<file path="src/rtl/rvlab_jtag_pkg.sv">
// Shared types and constants for the RISC-V JTAG debug transport module.
package rvlab_jtag_pkg;

    localparam int unsigned IrWidth         = 5;
    localparam int unsigned DmiAbitsDefault = 7;

    localparam logic [IrWidth-1:0] IrIdcode  = 5'h01;
    localparam logic [IrWidth-1:0] IrDtmcs   = 5'h10;
    localparam logic [IrWidth-1:0] IrDmi     = 5'h11;
    localparam logic [IrWidth-1:0] IrBypass  = 5'h1f;
    localparam logic [IrWidth-1:0] IrCapture = 5'b00001;

    localparam logic [1:0] DmiOpRead     = 2'd1;
    localparam logic [1:0] DmiOpWrite    = 2'd2;
    localparam logic [1:0] DmiStatOk     = 2'd0;
    localparam logic [1:0] DmiStatFailed = 2'd2;
    localparam logic [1:0] DmiStatBusy   = 2'd3;

    localparam logic [3:0]  DtmcsVersion      = 4'd1;
    localparam logic [2:0]  DtmcsIdle         = 3'd1;
    localparam int unsigned DtmcsDmiresetBit  = 16;
    localparam int unsigned DtmcsHardresetBit = 17;

    typedef enum logic [3:0] {
        TapTestLogicReset, TapRunTestIdle,
        TapSelectDr, TapCaptureDr, TapShiftDr, TapExit1Dr, TapPauseDr, TapExit2Dr, TapUpdateDr,
        TapSelectIr, TapCaptureIr, TapShiftIr, TapExit1Ir, TapPauseIr, TapExit2Ir, TapUpdateIr
    } tap_state_e;

    typedef enum logic [1:0] {DrIdcode, DrDtmcs, DrDmi, DrBypass} dr_sel_e;
    typedef enum logic [1:0] {DmiIdle, DmiReq, DmiRsp} dmi_state_e;

    typedef struct packed {
        logic [DmiAbitsDefault-1:0] addr;
        logic [31:0]                data;
        logic [1:0]                 op;
    } dmi_req_t;

    typedef struct packed {
        logic [31:0] data;
        logic [1:0]  resp;
    } dmi_rsp_t;

    function automatic dr_sel_e decode_ir(input logic [IrWidth-1:0] ir);
        case (ir)
            IrIdcode: return DrIdcode;
            IrDtmcs:  return DrDtmcs;
            IrDmi:    return DrDmi;
            IrBypass: return DrBypass;
            default:  return DrBypass;
        endcase
    endfunction

    function automatic logic is_ir_state(input tap_state_e s);
        return s inside {TapCaptureIr, TapShiftIr, TapExit1Ir, TapPauseIr, TapExit2Ir, TapUpdateIr};
    endfunction

endpackage

</file>
<file path="src/rtl/rvlab_jtag_dtm_if.sv">
// DMI request/response handshake between the DTM (master) and the debug module (slave).
interface rvlab_jtag_dtm_if #(
    parameter int unsigned AbitsWidth = 7
);
    logic                  dmi_req_valid_o;
    logic                  dmi_req_ready_i;
    logic [AbitsWidth+33:0] dmi_req_o;
    logic                  dmi_rsp_valid_i;
    logic                  dmi_rsp_ready_o;
    logic [31:0]           dmi_rsp_data_i;
    logic [1:0]            dmi_rsp_resp_i;

    modport master (
        output dmi_req_valid_o, dmi_req_o, dmi_rsp_ready_o,
        input  dmi_req_ready_i, dmi_rsp_valid_i, dmi_rsp_data_i, dmi_rsp_resp_i
    );

    modport slave (
        input  dmi_req_valid_o, dmi_req_o, dmi_rsp_ready_o,
        output dmi_req_ready_i, dmi_rsp_valid_i, dmi_rsp_data_i, dmi_rsp_resp_i
    );
endinterface

</file>
<file path="src/rtl/rvlab_jtag_edge_sync.sv">
// Synchronizes the JTAG pins into clk_i and derives one-cycle TCK rise/fall pulses.
// RVLAB_JTAG_TRST_EN: also synchronize TRST; otherwise TRST is tied inactive.
module rvlab_jtag_edge_sync (
    input  logic clk_i,
    input  logic rst_ni,
    input  logic i_tck,
    input  logic i_tms,
    input  logic i_tdi,
    input  logic i_trst_n,
    output logic o_tck_rise_c,
    output logic o_tck_fall_c,
    output logic o_tms,
    output logic o_tdi,
    output logic o_trst_n
);
    logic [1:0] r_tck_sync, r_tms_sync, r_tdi_sync;
    logic       r_tck_hist;

    always_ff @(posedge clk_i or negedge rst_ni) begin
        if (!rst_ni) begin
            r_tck_sync <= '0;
            r_tms_sync <= '0;
            r_tdi_sync <= '0;
            r_tck_hist <= 1'b0;
        end else begin
            r_tck_sync <= {r_tck_sync[0], i_tck};
            r_tms_sync <= {r_tms_sync[0], i_tms};
            r_tdi_sync <= {r_tdi_sync[0], i_tdi};
            r_tck_hist <= r_tck_sync[1];
        end
    end

    assign o_tck_rise_c = r_tck_sync[1] & ~r_tck_hist;
    assign o_tck_fall_c = ~r_tck_sync[1] & r_tck_hist;
    assign o_tms        = r_tms_sync[1];
    assign o_tdi        = r_tdi_sync[1];

`ifdef RVLAB_JTAG_TRST_EN
    logic [1:0] r_trst_sync;

    always_ff @(posedge clk_i or negedge rst_ni) begin
        if (!rst_ni) r_trst_sync <= '0;
        else         r_trst_sync <= {r_trst_sync[0], i_trst_n};
    end

    assign o_trst_n = r_trst_sync[1];
`else
    logic w_unused_trst;
    assign w_unused_trst = i_trst_n;
    assign o_trst_n      = 1'b1;
`endif
endmodule

</file>
<file path="src/rtl/rvlab_jtag_dtm.sv">
// RISC-V debug transport module: oversampled TAP with IDCODE/DTMCS/DMI/BYPASS and a DMI handshake.
// RVLAB_JTAG_TRST_EN (in rvlab_jtag_edge_sync) enables the jtag_trst_ni TAP reset.
module rvlab_jtag_dtm
    import rvlab_jtag_pkg::*;
#(
    parameter logic [31:0] IdcodeValue = 32'h0000_0001,
    parameter int unsigned AbitsWidth  = 7
) (
    input  logic             clk_i,
    input  logic             rst_ni,
    input  logic             jtag_tck_i,
    input  logic             jtag_tms_i,
    input  logic             jtag_tdi_i,
    input  logic             jtag_trst_ni,
    output logic             jtag_tdo_o,
    output logic             jtag_tdo_oe_o,
    rvlab_jtag_dtm_if.master dmi
);
    localparam int unsigned DmiWidth = AbitsWidth + 34;
    localparam int unsigned DrWidth  = DmiWidth;
    localparam int unsigned DrIdxW   = $clog2(DrWidth);

    logic w_tck_rise, w_tck_fall, w_tms, w_tdi, w_trst_n;

    rvlab_jtag_edge_sync u_edge_sync (
        .clk_i        (clk_i),
        .rst_ni       (rst_ni),
        .i_tck        (jtag_tck_i),
        .i_tms        (jtag_tms_i),
        .i_tdi        (jtag_tdi_i),
        .i_trst_n     (jtag_trst_ni),
        .o_tck_rise_c (w_tck_rise),
        .o_tck_fall_c (w_tck_fall),
        .o_tms        (w_tms),
        .o_tdi        (w_tdi),
        .o_trst_n     (w_trst_n)
    );

    tap_state_e r_tap_state, w_tap_next;

    always_ff @(posedge clk_i or negedge rst_ni) begin
        if (!rst_ni)        r_tap_state <= TapTestLogicReset;
        else if (!w_trst_n) r_tap_state <= TapTestLogicReset;
        else                r_tap_state <= w_tap_next;
    end

    // IEEE 1149.1 TAP transitions, advanced only on a TCK rise pulse
    always_comb begin
        w_tap_next = r_tap_state;
        if (w_tck_rise) begin
            case (r_tap_state)
                TapTestLogicReset: w_tap_next = w_tms ? TapTestLogicReset : TapRunTestIdle;
                TapRunTestIdle:    w_tap_next = w_tms ? TapSelectDr : TapRunTestIdle;
                TapSelectDr:       w_tap_next = w_tms ? TapSelectIr : TapCaptureDr;
                TapCaptureDr:      w_tap_next = w_tms ? TapExit1Dr  : TapShiftDr;
                TapShiftDr:        w_tap_next = w_tms ? TapExit1Dr  : TapShiftDr;
                TapExit1Dr:        w_tap_next = w_tms ? TapUpdateDr : TapPauseDr;
                TapPauseDr:        w_tap_next = w_tms ? TapExit2Dr  : TapPauseDr;
                TapExit2Dr:        w_tap_next = w_tms ? TapUpdateDr : TapShiftDr;
                TapUpdateDr:       w_tap_next = w_tms ? TapSelectDr : TapRunTestIdle;
                TapSelectIr:       w_tap_next = w_tms ? TapTestLogicReset : TapCaptureIr;
                TapCaptureIr:      w_tap_next = w_tms ? TapExit1Ir  : TapShiftIr;
                TapShiftIr:        w_tap_next = w_tms ? TapExit1Ir  : TapShiftIr;
                TapExit1Ir:        w_tap_next = w_tms ? TapUpdateIr : TapPauseIr;
                TapPauseIr:        w_tap_next = w_tms ? TapExit2Ir  : TapPauseIr;
                TapExit2Ir:        w_tap_next = w_tms ? TapUpdateIr : TapShiftIr;
                TapUpdateIr:       w_tap_next = w_tms ? TapSelectDr : TapRunTestIdle;
                default:           w_tap_next = TapTestLogicReset;
            endcase
        end
    end

    logic w_capture_dr, w_shift_dr, w_update_dr, w_capture_ir, w_shift_ir, w_update_ir;
    assign w_capture_dr = w_tck_rise && (r_tap_state == TapCaptureDr);
    assign w_shift_dr   = w_tck_rise && (r_tap_state == TapShiftDr);
    assign w_update_dr  = w_tck_rise && (r_tap_state == TapUpdateDr);
    assign w_capture_ir = w_tck_rise && (r_tap_state == TapCaptureIr);
    assign w_shift_ir   = w_tck_rise && (r_tap_state == TapShiftIr);
    assign w_update_ir  = w_tck_rise && (r_tap_state == TapUpdateIr);

    logic [IrWidth-1:0] r_ir_shift, r_ir;

    always_ff @(posedge clk_i or negedge rst_ni) begin
        if (!rst_ni) begin
            r_ir_shift <= '0;
            r_ir       <= IrIdcode;
        end else begin
            if (w_capture_ir)    r_ir_shift <= IrCapture;
            else if (w_shift_ir) r_ir_shift <= {w_tdi, r_ir_shift[IrWidth-1:1]};
            if (!w_trst_n || r_tap_state == TapTestLogicReset) r_ir <= IrIdcode;
            else if (w_update_ir)                              r_ir <= r_ir_shift;
        end
    end

    dmi_state_e            r_dmi_state, w_dmi_next;
    logic                  r_req_valid, r_rsp_ready, r_discard;
    logic [DmiWidth-1:0]   r_req;
    logic [AbitsWidth-1:0] r_last_addr;
    dmi_rsp_t              r_last_rsp;
    logic [1:0]            r_dmistat;
    logic [DrWidth-1:0]    r_dr, w_dr_shifted, w_dr_capture;
    logic [DrIdxW-1:0]     w_dr_msb;
    dr_sel_e               w_dr_sel;

    // A response accepted in the same cycle as Capture-DR is forwarded into the capture
    logic        w_rsp_fire, w_rsp_latch;
    logic [31:0] w_last_data;
    logic [1:0]  w_last_resp, w_capture_op;
    assign w_rsp_fire   = (r_dmi_state == DmiRsp) && dmi.dmi_rsp_valid_i;
    assign w_rsp_latch  = w_rsp_fire && !r_discard;
    assign w_last_data  = w_rsp_latch ? dmi.dmi_rsp_data_i : r_last_rsp.data;
    assign w_last_resp  = w_rsp_latch ? dmi.dmi_rsp_resp_i : r_last_rsp.resp;
    assign w_capture_op = (r_dmistat == DmiStatBusy) ? DmiStatBusy : w_last_resp;
    assign w_dr_sel     = decode_ir(r_ir);

    logic [31:0]         w_dtmcs_capture;
    logic [DmiWidth-1:0] w_dmi_capture;
    assign w_dtmcs_capture = {14'b0, 3'b0, DtmcsIdle, r_dmistat, 6'(AbitsWidth), DtmcsVersion};
    assign w_dmi_capture   = {r_last_addr, w_last_data, w_capture_op};

    always_comb begin
        w_dr_msb     = '0;
        w_dr_capture = '0;
        case (w_dr_sel)
            DrIdcode: begin w_dr_msb = DrIdxW'(31);         w_dr_capture = DrWidth'(IdcodeValue);     end
            DrDtmcs:  begin w_dr_msb = DrIdxW'(31);         w_dr_capture = DrWidth'(w_dtmcs_capture); end
            DrDmi:    begin w_dr_msb = DrIdxW'(DmiWidth-1); w_dr_capture = DrWidth'(w_dmi_capture);   end
            default:  begin w_dr_msb = '0;                  w_dr_capture = '0;                        end
        endcase
        w_dr_shifted           = r_dr >> 1;
        w_dr_shifted[w_dr_msb] = w_tdi;
    end

    always_ff @(posedge clk_i or negedge rst_ni) begin
        if (!rst_ni)           r_dr <= '0;
        else if (w_capture_dr) r_dr <= w_dr_capture;
        else if (w_shift_dr)   r_dr <= w_dr_shifted;
    end

    logic r_tdo, r_tdo_oe;

    always_ff @(posedge clk_i or negedge rst_ni) begin
        if (!rst_ni) begin
            r_tdo    <= 1'b0;
            r_tdo_oe <= 1'b0;
        end else begin
            r_tdo_oe <= (r_tap_state == TapShiftDr) || (r_tap_state == TapShiftIr);
            if (w_tck_fall) r_tdo <= is_ir_state(r_tap_state) ? r_ir_shift[0] : r_dr[0];
        end
    end

    logic w_dmi_update, w_dtmcs_update, w_dmi_issue, w_dmi_collide;
    assign w_dmi_update   = w_update_dr && (w_dr_sel == DrDmi);
    assign w_dtmcs_update = w_update_dr && (w_dr_sel == DrDtmcs);
    assign w_dmi_issue    = w_dmi_update && (r_dmi_state == DmiIdle) &&
                            ((r_dr[1:0] == DmiOpRead) || (r_dr[1:0] == DmiOpWrite));
    assign w_dmi_collide  = w_dmi_update && (r_dmi_state != DmiIdle);

    always_comb begin
        w_dmi_next = r_dmi_state;
        case (r_dmi_state)
            DmiIdle: if (w_dmi_issue)          w_dmi_next = DmiReq;
            DmiReq:  if (dmi.dmi_req_ready_i)  w_dmi_next = DmiRsp;
            DmiRsp:  if (dmi.dmi_rsp_valid_i)  w_dmi_next = DmiIdle;
            default:                           w_dmi_next = DmiIdle;
        endcase
    end

    // Later assignments take priority: DTMCS resets override busy/failed set in the same cycle
    always_ff @(posedge clk_i or negedge rst_ni) begin
        if (!rst_ni) begin
            r_dmi_state <= DmiIdle;
            r_req_valid <= 1'b0;
            r_rsp_ready <= 1'b0;
            r_req       <= '0;
            r_last_addr <= '0;
            r_last_rsp  <= '0;
            r_dmistat   <= DmiStatOk;
            r_discard   <= 1'b0;
        end else begin
            r_dmi_state <= w_dmi_next;
            r_req_valid <= (w_dmi_next == DmiReq);
            r_rsp_ready <= (w_dmi_next == DmiRsp);
            if (w_dmi_issue) begin
                r_req       <= r_dr[DmiWidth-1:0];
                r_last_addr <= r_dr[DmiWidth-1 -: AbitsWidth];
            end
            if (w_rsp_fire) r_discard <= 1'b0;
            if (w_rsp_latch) begin
                r_last_rsp.data <= dmi.dmi_rsp_data_i;
                r_last_rsp.resp <= dmi.dmi_rsp_resp_i;
                if (dmi.dmi_rsp_resp_i == DmiStatFailed && r_dmistat == DmiStatOk)
                    r_dmistat <= DmiStatFailed;
            end
            if (w_dmi_collide) r_dmistat <= DmiStatBusy;
            if (w_dtmcs_update && (r_dr[DtmcsDmiresetBit] || r_dr[DtmcsHardresetBit]))
                r_dmistat <= DmiStatOk;
            if (w_dtmcs_update && r_dr[DtmcsHardresetBit] && (w_dmi_next != DmiIdle))
                r_discard <= 1'b1;
        end
    end

    assign jtag_tdo_o          = r_tdo;
    assign jtag_tdo_oe_o       = r_tdo_oe;
    assign dmi.dmi_req_valid_o = r_req_valid;
    assign dmi.dmi_req_o       = r_req;
    assign dmi.dmi_rsp_ready_o = r_rsp_ready;
endmodule

</file>
<file path="src/flat_wrapper.sv">
// flat-port wrapper written by rule: the top's interface ports become plain ports
module rvlab_jtag_dtm_flat import rvlab_jtag_pkg::*;
#(
    parameter logic [31:0] IdcodeValue = 32'h0000_0001,
    parameter int unsigned AbitsWidth  = 7
)
  (clk_i, rst_ni, jtag_tck_i, jtag_tms_i, jtag_tdi_i, jtag_trst_ni, jtag_tdo_o, jtag_tdo_oe_o, dmi_dmi_req_valid_o, dmi_dmi_req_o, dmi_dmi_rsp_ready_o, dmi_dmi_req_ready_i, dmi_dmi_rsp_valid_i, dmi_dmi_rsp_data_i, dmi_dmi_rsp_resp_i);
  rvlab_jtag_dtm_if #(.AbitsWidth(AbitsWidth)) dmi_i ();
  input  logic clk_i;
  input  logic rst_ni;
  input  logic jtag_tck_i;
  input  logic jtag_tms_i;
  input  logic jtag_tdi_i;
  input  logic jtag_trst_ni;
  output logic jtag_tdo_o;
  output logic jtag_tdo_oe_o;
  output wire logic [$bits(dmi_i.dmi_req_valid_o)-1:0] dmi_dmi_req_valid_o;
  output wire logic [$bits(dmi_i.dmi_req_o)-1:0] dmi_dmi_req_o;
  output wire logic [$bits(dmi_i.dmi_rsp_ready_o)-1:0] dmi_dmi_rsp_ready_o;
  input wire logic [$bits(dmi_i.dmi_req_ready_i)-1:0] dmi_dmi_req_ready_i;
  input wire logic [$bits(dmi_i.dmi_rsp_valid_i)-1:0] dmi_dmi_rsp_valid_i;
  input wire logic [$bits(dmi_i.dmi_rsp_data_i)-1:0] dmi_dmi_rsp_data_i;
  input wire logic [$bits(dmi_i.dmi_rsp_resp_i)-1:0] dmi_dmi_rsp_resp_i;
  assign dmi_dmi_req_valid_o = dmi_i.dmi_req_valid_o;
  assign dmi_dmi_req_o = dmi_i.dmi_req_o;
  assign dmi_dmi_rsp_ready_o = dmi_i.dmi_rsp_ready_o;
  assign dmi_i.dmi_req_ready_i = dmi_dmi_req_ready_i;
  assign dmi_i.dmi_rsp_valid_i = dmi_dmi_rsp_valid_i;
  assign dmi_i.dmi_rsp_data_i = dmi_dmi_rsp_data_i;
  assign dmi_i.dmi_rsp_resp_i = dmi_dmi_rsp_resp_i;
  rvlab_jtag_dtm #(.IdcodeValue(IdcodeValue), .AbitsWidth(AbitsWidth)) u_core (.clk_i(clk_i), .rst_ni(rst_ni), .jtag_tck_i(jtag_tck_i), .jtag_tms_i(jtag_tms_i), .jtag_tdi_i(jtag_tdi_i), .jtag_trst_ni(jtag_trst_ni), .jtag_tdo_o(jtag_tdo_o), .jtag_tdo_oe_o(jtag_tdo_oe_o), .dmi(dmi_i));
endmodule
</file>
<file path="config.mk">
export PLATFORM = sky130hd
export DESIGN_NAME = rvlab_jtag_dtm_flat
export DESIGN_NICKNAME = d
export VERILOG_FILES = /design/src/rtl/rvlab_jtag_pkg.sv /design/src/rtl/rvlab_jtag_dtm_if.sv /design/src/rtl/rvlab_jtag_edge_sync.sv /design/src/rtl/rvlab_jtag_dtm.sv /design/src/flat_wrapper.sv
export SDC_FILE = /design/constraint.sdc
export NUM_CORES = 1
export LEC_CHECK = 0
export BUFFER_PORTS_ARGS = -buffer_cell sky130_fd_sc_hd__clkbuf_2
export CORE_MARGIN = 2
export CORE_UTILIZATION = 40
export CTS_BUF_LIST = sky130_fd_sc_hd__clkbuf_4 sky130_fd_sc_hd__clkbuf_8
export CTS_CLUSTER_SIZE = 10
export DETAILED_ROUTE_END_ITERATION = 10
export HOLD_SLACK_MARGIN = 0.12
export PLACE_DENSITY = 0.65
export SLEW_MARGIN = 0
export SYNTH_ARGS = -nofsm -noshare
export SYNTH_HDL_FRONTEND = slang
export SYNTH_HIERARCHICAL = 1
export SYNTH_SLANG_ARGS = --single-unit
</file>
<file path="constraint.sdc">
create_clock -name clk_i -period 6.17 [get_ports clk_i]
set_input_delay 1.234 -clock clk_i [delete_from_list [all_inputs] [get_ports clk_i]]
set_output_delay 1.234 -clock clk_i [all_outputs]
set_load 0.05 [all_outputs]
</file>
==> metrics.cfg, run 1 <==
[floorplan]
dieArea_sq_mm = 0.0165
ios = 87
rows = 45
die-height_um = 128
initial_utilization_pct = 40.8
coreArea_sq_mm = 0.0151
die-width_um = 128

[grt]
grt_pass1_vias = 4375
grt_first_pass_wirelength_mm = 22.1
grt.total_usage_pct = 17.3
gr-total-overflow = 0
grt_max_degree = 92
antenna_found_initial = 0

[critical_path]
crit_required_ps = 6500
cp_top_family = simple AND/OR/NAND/NOR gates
regToRegStartpoint = u_core/u_edge_sync/r_tck_sync[1]$_DFF_PN0_
slowest_delay_ps = 700
critical_path_class = reg -> reg
critPathBufInv = 1
worstSetupStartpoint = u_core/u_edge_sync/r_tck_sync[1]$_DFF_PN0_
worstPathArrival_ps = 3320
start_kind = flip-flop
slowest_stage = nor2b_1
end_kind = flip-flop
crit_chain = nor2b_1 -> nand3_1 -> nor4b_4 -> buf_4 -> mux2_2
worst-path-max-fanout = 40

[power]
ir_drop_v = 0.000203
swShare_pct = 23.7
seq_power_share_pct = 51.1
pwr_density_cell_mw_per_mm2 = 295
clockPowerShare_pct = 42.1
internal_power_uw = 1630
fin_total_pwr_uw = 2140
power.leakage_uw = 0.00352
pwr-share-comb_pct = 6.8
switching_power_uw = 505

[route]
avgViaCountPerCell = 5.38
drtIter0Drc = 279
vias = 4216
ant_nets = 0
drc = 0
firstDrtPassIters = 5
wl_per_cell_um = 17.3
drt-total-wl_mm = 13.5

[cells_and_area]
synthToLayoutAreaGrowth_pct = 16.9
antenna_cells = 0
nFillCells = 1363
seqCellArea_sq_mm = 0.00365
postLayoutCoreUtil_pct = 47.7
multi_input_area_sq_mm = 0.00237
layout-drive-gt1-share_pct = 34.2
layout.cells.non_filler = 784
layout.nets = 625

[sta]
slew_headroom_pct = 23.3
rsz0062_at_grt = false
post-route-min-period_ps = 2980
fin_skew_ps = 10.3
finalHoldViolations = 0
worst_slew_pin_slew_ps = 1150
min_period_over_period_pct = 48.3
fmax_mhz = 335
setup_tns_ps = 0
final-max-slew-violation-count = 0
setup_viol = 0

[worst_hold_path]
hp-class = reg -> reg
hold_start = u_core/u_edge_sync/r_tms_sync[0]$_DFF_PN0_

[synthesis]
synthArstFlopShare_pct = 100
synth_top_area_share_pct = 58.7
ys_seq_area_share_pct = 59.1
ys.warnings.count = 6
netlist_area_sq_mm = 0.00618
yosysTopAreaCell = dfrtp_1
yosysUniqueCellTypes = 57
ys.flop_type = dfrtp_1
synthTopCellsByArea = dfrtp_1 59%, mux2_2 12%, nor2_1 5.0%, a221oi_1 4.7%, o21ai_0 1.7%
synth_edf_count = 0
synth_fp_nets = 551
syn_avg_cell_area_sq_um = 12.1
syn_inst = 509
ys_seq_elements = 146

[placement]
placed_cells = 752
io_buffers = 85
hpwl_mm = 8.72
place_congestion = 0.738

[clocking]
cts_resized = 0
clockBufferDepth = 2
clkLatencyLatePin_ps = 450
numCtsBuffers = 17
clkTransAtPathRegs_ps = 70
cts_hold_buf = 0
cts.sink_count = 146
cts_setup_buffers = 0
cts_root_buf = clkbuf_8
cts_tree = done
cts.htree.levels = 4

[outcome]
status = finished, final reports clean

[run]
maxCapViolCount = 0

final timing paths:
path | endpoint | slack [ps] | cells past startpoint
worst max-delay path | u_core/dmi.dmi_req_o[21]$_DFFE_PN0P_ | 3190 | 5
worst min-delay path | u_core/u_edge_sync/r_tms_sync[1]$_DFF_PN0_ | 350 | 0
worst max register to register | u_core/dmi.dmi_req_o[21]$_DFFE_PN0P_ | 3190 | 5
worst min register to register | u_core/u_edge_sync/r_tms_sync[1]$_DFF_PN0_ | 350 | 0
max in group asynchronous | u_core/dmi.dmi_req_o[21]$_DFFE_PN0P_ | 4080 | 2
min in group asynchronous | u_core/dmi.dmi_req_o[26]$_DFFE_PN0P_ | 830 | 1
Yosys cell counts (3+ instances only):
| library cell | number |
|---|---|
| a21oi_1 | 12 |
| a221oi_1 | 33 |
| a22oi_1 | 5 |
| a31o_2 | 3 |
| and2_1 | 3 |
| and3_1 | 3 |
| buf_2 | 7 |
| buf_6 | 4 |
| clkbuf_1 | 22 |
| dfrtp_1 | 145 |
| mux2_1 | 8 |
| mux2_2 | 68 |
| mux2i_1 | 9 |
| nand2_1 | 20 |
| nand3_1 | 6 |
| nor2_1 | 82 |
| nor2b_1 | 8 |
| o21ai_0 | 21 |
state kept, by name, indices dropped and copies added (netlist names):
name and cells:
u_core/r_dmistat 2, u_core/r_tap_state 4, u_core/jtag_tdo_oe_o 1, u_core/r_dmi_state 2, u_core/u_edge_sync/r_tdi_sync 2, u_core/r_ir 5
u_core/jtag_tdo_o 1, u_core/dmi.dmi_req_o 41, u_core/r_ir_shift 5, u_core/r_last_rsp 34, u_core/dmi.dmi_req_valid_o 1, u_core/dmi.dmi_rsp_ready_o 1
u_core/r_discard 1, u_core/u_edge_sync/r_tck_sync 2, u_core/u_edge_sync/r_tck_hist 1, u_core/r_dr 41, u_core/u_edge_sync/r_tms_sync 2
metal layers:
layer	global-route usage, %	part of all wire (%)	vias to the layer above
met5	0	0	-
met4	4.98	0.81	0
met3	4.86	4.2	8
met2	28.9	50	95
met1	22.1	45	2132
li1	-	-	1981
placed cells by master (no fill, tap or decap), drive strengths merged, types with 3 or more instances in the layout:
cell,synthesis,layout
o21ai,22,22
nor4b,3,3
buf,14,7
nand2,21,21
dfrtp,145,145
a31o,3,3
nor2b,8,8
and3,3,3
clkinv,0,4
a221oi,33,33
nor2,82,82
mux2,76,76
inv,2,3
mux2i,9,9
nand3,6,6
and2,3,3
a21oi,12,12
bufinv,0,6
clkbuf,22,103
a22oi,5,5
power groups by stage:
stage                     Combinational, uW  Clock (uW)  Sequential [uW]
final                                   146         899             1090
after CTS                               149         919             1090
after floorplan                        95.3           0             1090
after global routing                    168         960             1100
after detailed placement                148           0             1110
after global placement                  141           0             1110
cells by family after synthesis:
logic type             after synthesis  share of synthesized area, %
flip-flops                         146                          59.1
AND/OR/NAND/NOR                    142                          11.0
AO/OA/AOI/OAI                       95                          11.2
multiplexers                        85                          15.3
buffers and inverters               38                          2.99
XOR/XNOR                             2                         0.283
other                                1                        0.0606
worst register-to-register path, cell delays in order, from the launching register on:
cell	delay, ps
dfrtp_1	360
nor2b_1	700
nand3_1	460
nor4b_4	380
buf_4	550
mux2_2	430
through the flow:
step / cell area [sq um] / setup WS, ps / hold WS, ps
2_1_floorplan: 6180 / 3470 / 331
3_3_place_gp: 6740 / 2960 / 335
3_5_place_dp: 6740 / 2910 / 336
4_1_cts: 7230 / 3210 / 354
5_1_grt: 7230 / 3000 / 363
6_report: 7230 / 3190 / 352
area by class of cell:
cell class	count	area share, %
clock buffer	19	3.53
clock inverter	13	3.20
inverter	2	0.104
multi-input combinational	325	32.8
sequential	146	50.5
tap	188	3.25
timing repair buffer	91	6.59
Power figures use the tool's default switching activity.
==> run 2: changes to the inputs <==
clock period = 2.89 ns   (was 6.17 ns; I/O delays follow)
==> metrics.cfg, run 2 (synthesized netlist as in run 1, its figures left out) <==
[power]
switching_power_uw = 1060
swShare_pct = 24.5
clockPowerShare_pct = 38.5
pwr_density_cell_mw_per_mm2 = 593
internal_power_uw = 3260
pwr-share-comb_pct = 7.3
seq_power_share_pct = 54.2
power.leakage_uw = 0.00355
ir_drop_v = 0.000408

[critical_path]
crit_required_ps = 3250
end_kind = flip-flop
cp_top_family = compound AO/OA/AOI/OAI gates
r2r_slack_ps = 540
critical_path_class = reg -> reg
regToRegStartpoint = u_core/r_tap_state[2]$_DFFE_PN0P_
worst-path-max-fanout = 18
r2r_cells = 5
slowest_delay_ps = 660
critPathBufInv = 1
slowest_stage = dfrtp_1
worstPathArrival_ps = 2710
crit_chain = nor3b_1 -> o21a_1 -> buf_4 -> nor2_1 -> a21oi_1
r2r_end = u_core/r_dr[12]$_DFFE_PN0P_
start_kind = flip-flop

[floorplan]
die-width_um = 128
dieArea_sq_mm = 0.0165
coreArea_sq_mm = 0.0151
initial_utilization_pct = 40.8
die-height_um = 128
rows = 45
ios = 87

[clocking]
cts_hold_buf = 0
cts_resized = 0
cts_tree = done
cts.sink_count = 146
cts.htree.levels = 4
numCtsBuffers = 17
clkLatencyLatePin_ps = 440
clkTransAtPathRegs_ps = 70
cts_root_buf = clkbuf_8
clockBufferDepth = 2
cts_setup_buffers = 0

[sta]
finalHoldViolations = 0
final-max-slew-violation-count = 0
rsz0062_at_grt = false
fmax_mhz = 426
slew_headroom_pct = 57.0
setup_tns_ps = 0
worst_slew_pin_slew_ps = 644
setup_viol = 0
post-route-min-period_ps = 2350
fin_skew_ps = 10.8
min_period_over_period_pct = 81.2

[grt]
grt.total_usage_pct = 17.8
grt_first_pass_wirelength_mm = 22.8
gr-total-overflow = 0
grt_pass1_vias = 4359
antenna_found_initial = 0
grt_max_degree = 72

[placement]
io_buffers = 85
placed_area_sq_mm = 0.00686
hpwl_mm = 9.38
place_congestion = 0.804

[route]
vias = 4309
drt-total-wl_mm = 13.6
ant_nets = 0
wl_per_cell_um = 17.1
drc = 0
drtIter0Drc = 269
avgViaCountPerCell = 5.43
firstDrtPassIters = 4

[cells_and_area]
mostFrequentLayoutCell = dfrtp_1
layout-drive-gt1-share_pct = 35.3
final_cell_area_sq_mm = 0.00728
layout.nets = 636
postLayoutCoreUtil_pct = 48.1
antenna_cells = 0
synthToLayoutAreaGrowth_pct = 17.7
final_cell_mix = 145 x dfrtp_1, 84 x clkbuf_2, 82 x nor2_1

[worst_hold_path]
hp-class = in -> async

[run]
maxCapViolCount = 0

[outcome]
status = finished, final reports clean

-- run 2: routing by layer --
metal	track usage (%)	vias to the layer above	routed length, um
met5	0	-	0
met4	5.24	0	144
met3	4.74	10	686
met2	28.7	113	6660
met1	23.9	2181	6080
li1	-	2005	-
-- run 2: metrics by stage --
stage	total power, uW	setup slack (ps)	cells	hold slack [ps]
after floorplan	2530	844	509	282
after global placement	2670	542	763	334
after detailed placement	2700	496	763	336
after CTS	4360	539	794	150
after global routing	4540	349	794	176
final	4320	542	794	140
-- run 2: worst max-delay path by stage --
stage	endpoint	depth (start not counted)	slack [ps]	start
6_report	u_core/r_dr[12]$_DFFE_PN0P_	5	540	u_core/r_tap_state[2]$_DFFE_PN0P_
5_1_grt	u_core/r_dr[28]$_DFFE_PN0P_	5	350	u_core/r_tap_state[2]$_DFFE_PN0P_
3_5_place_dp	u_core/r_dr[0]$_DFFE_PN0P_	6	500	dmi_dmi_rsp_valid_i
4_1_cts	u_core/r_dr[12]$_DFFE_PN0P_	5	540	u_core/r_tap_state[2]$_DFFE_PN0P_
3_3_place_gp	u_core/r_dr[0]$_DFFE_PN0P_	6	540	dmi_dmi_rsp_valid_i
2_1_floorplan	u_core/r_dr[0]$_DFFE_PN0P_	5	840	dmi_dmi_rsp_valid_i
-- run 2: area by class of cell --
| class | count | area, sq um |
|---|---|---|
| fill | 1353 | 7870 |
| sequential | 146 | 3650 |
| multi-input combinational | 325 | 2370 |
| timing repair buffer | 102 | 597 |
| clock buffer | 21 | 283 |
| tap | 188 | 235 |
| clock inverter | 10 | 133 |
| inverter | 2 | 7.51 |
-- run 2: power groups by stage --
| stage | clock (uW) | combinational (uW) | sequential (uW) |
|---|---|---|---|
| floorplan | 0 | 203 | 2330 |
| CTS | 1700 | 322 | 2340 |
| finish | 1660 | 316 | 2340 |
| global placement | 0 | 308 | 2370 |
| global route | 1820 | 367 | 2360 |
| detailed placement | 0 | 322 | 2380 |
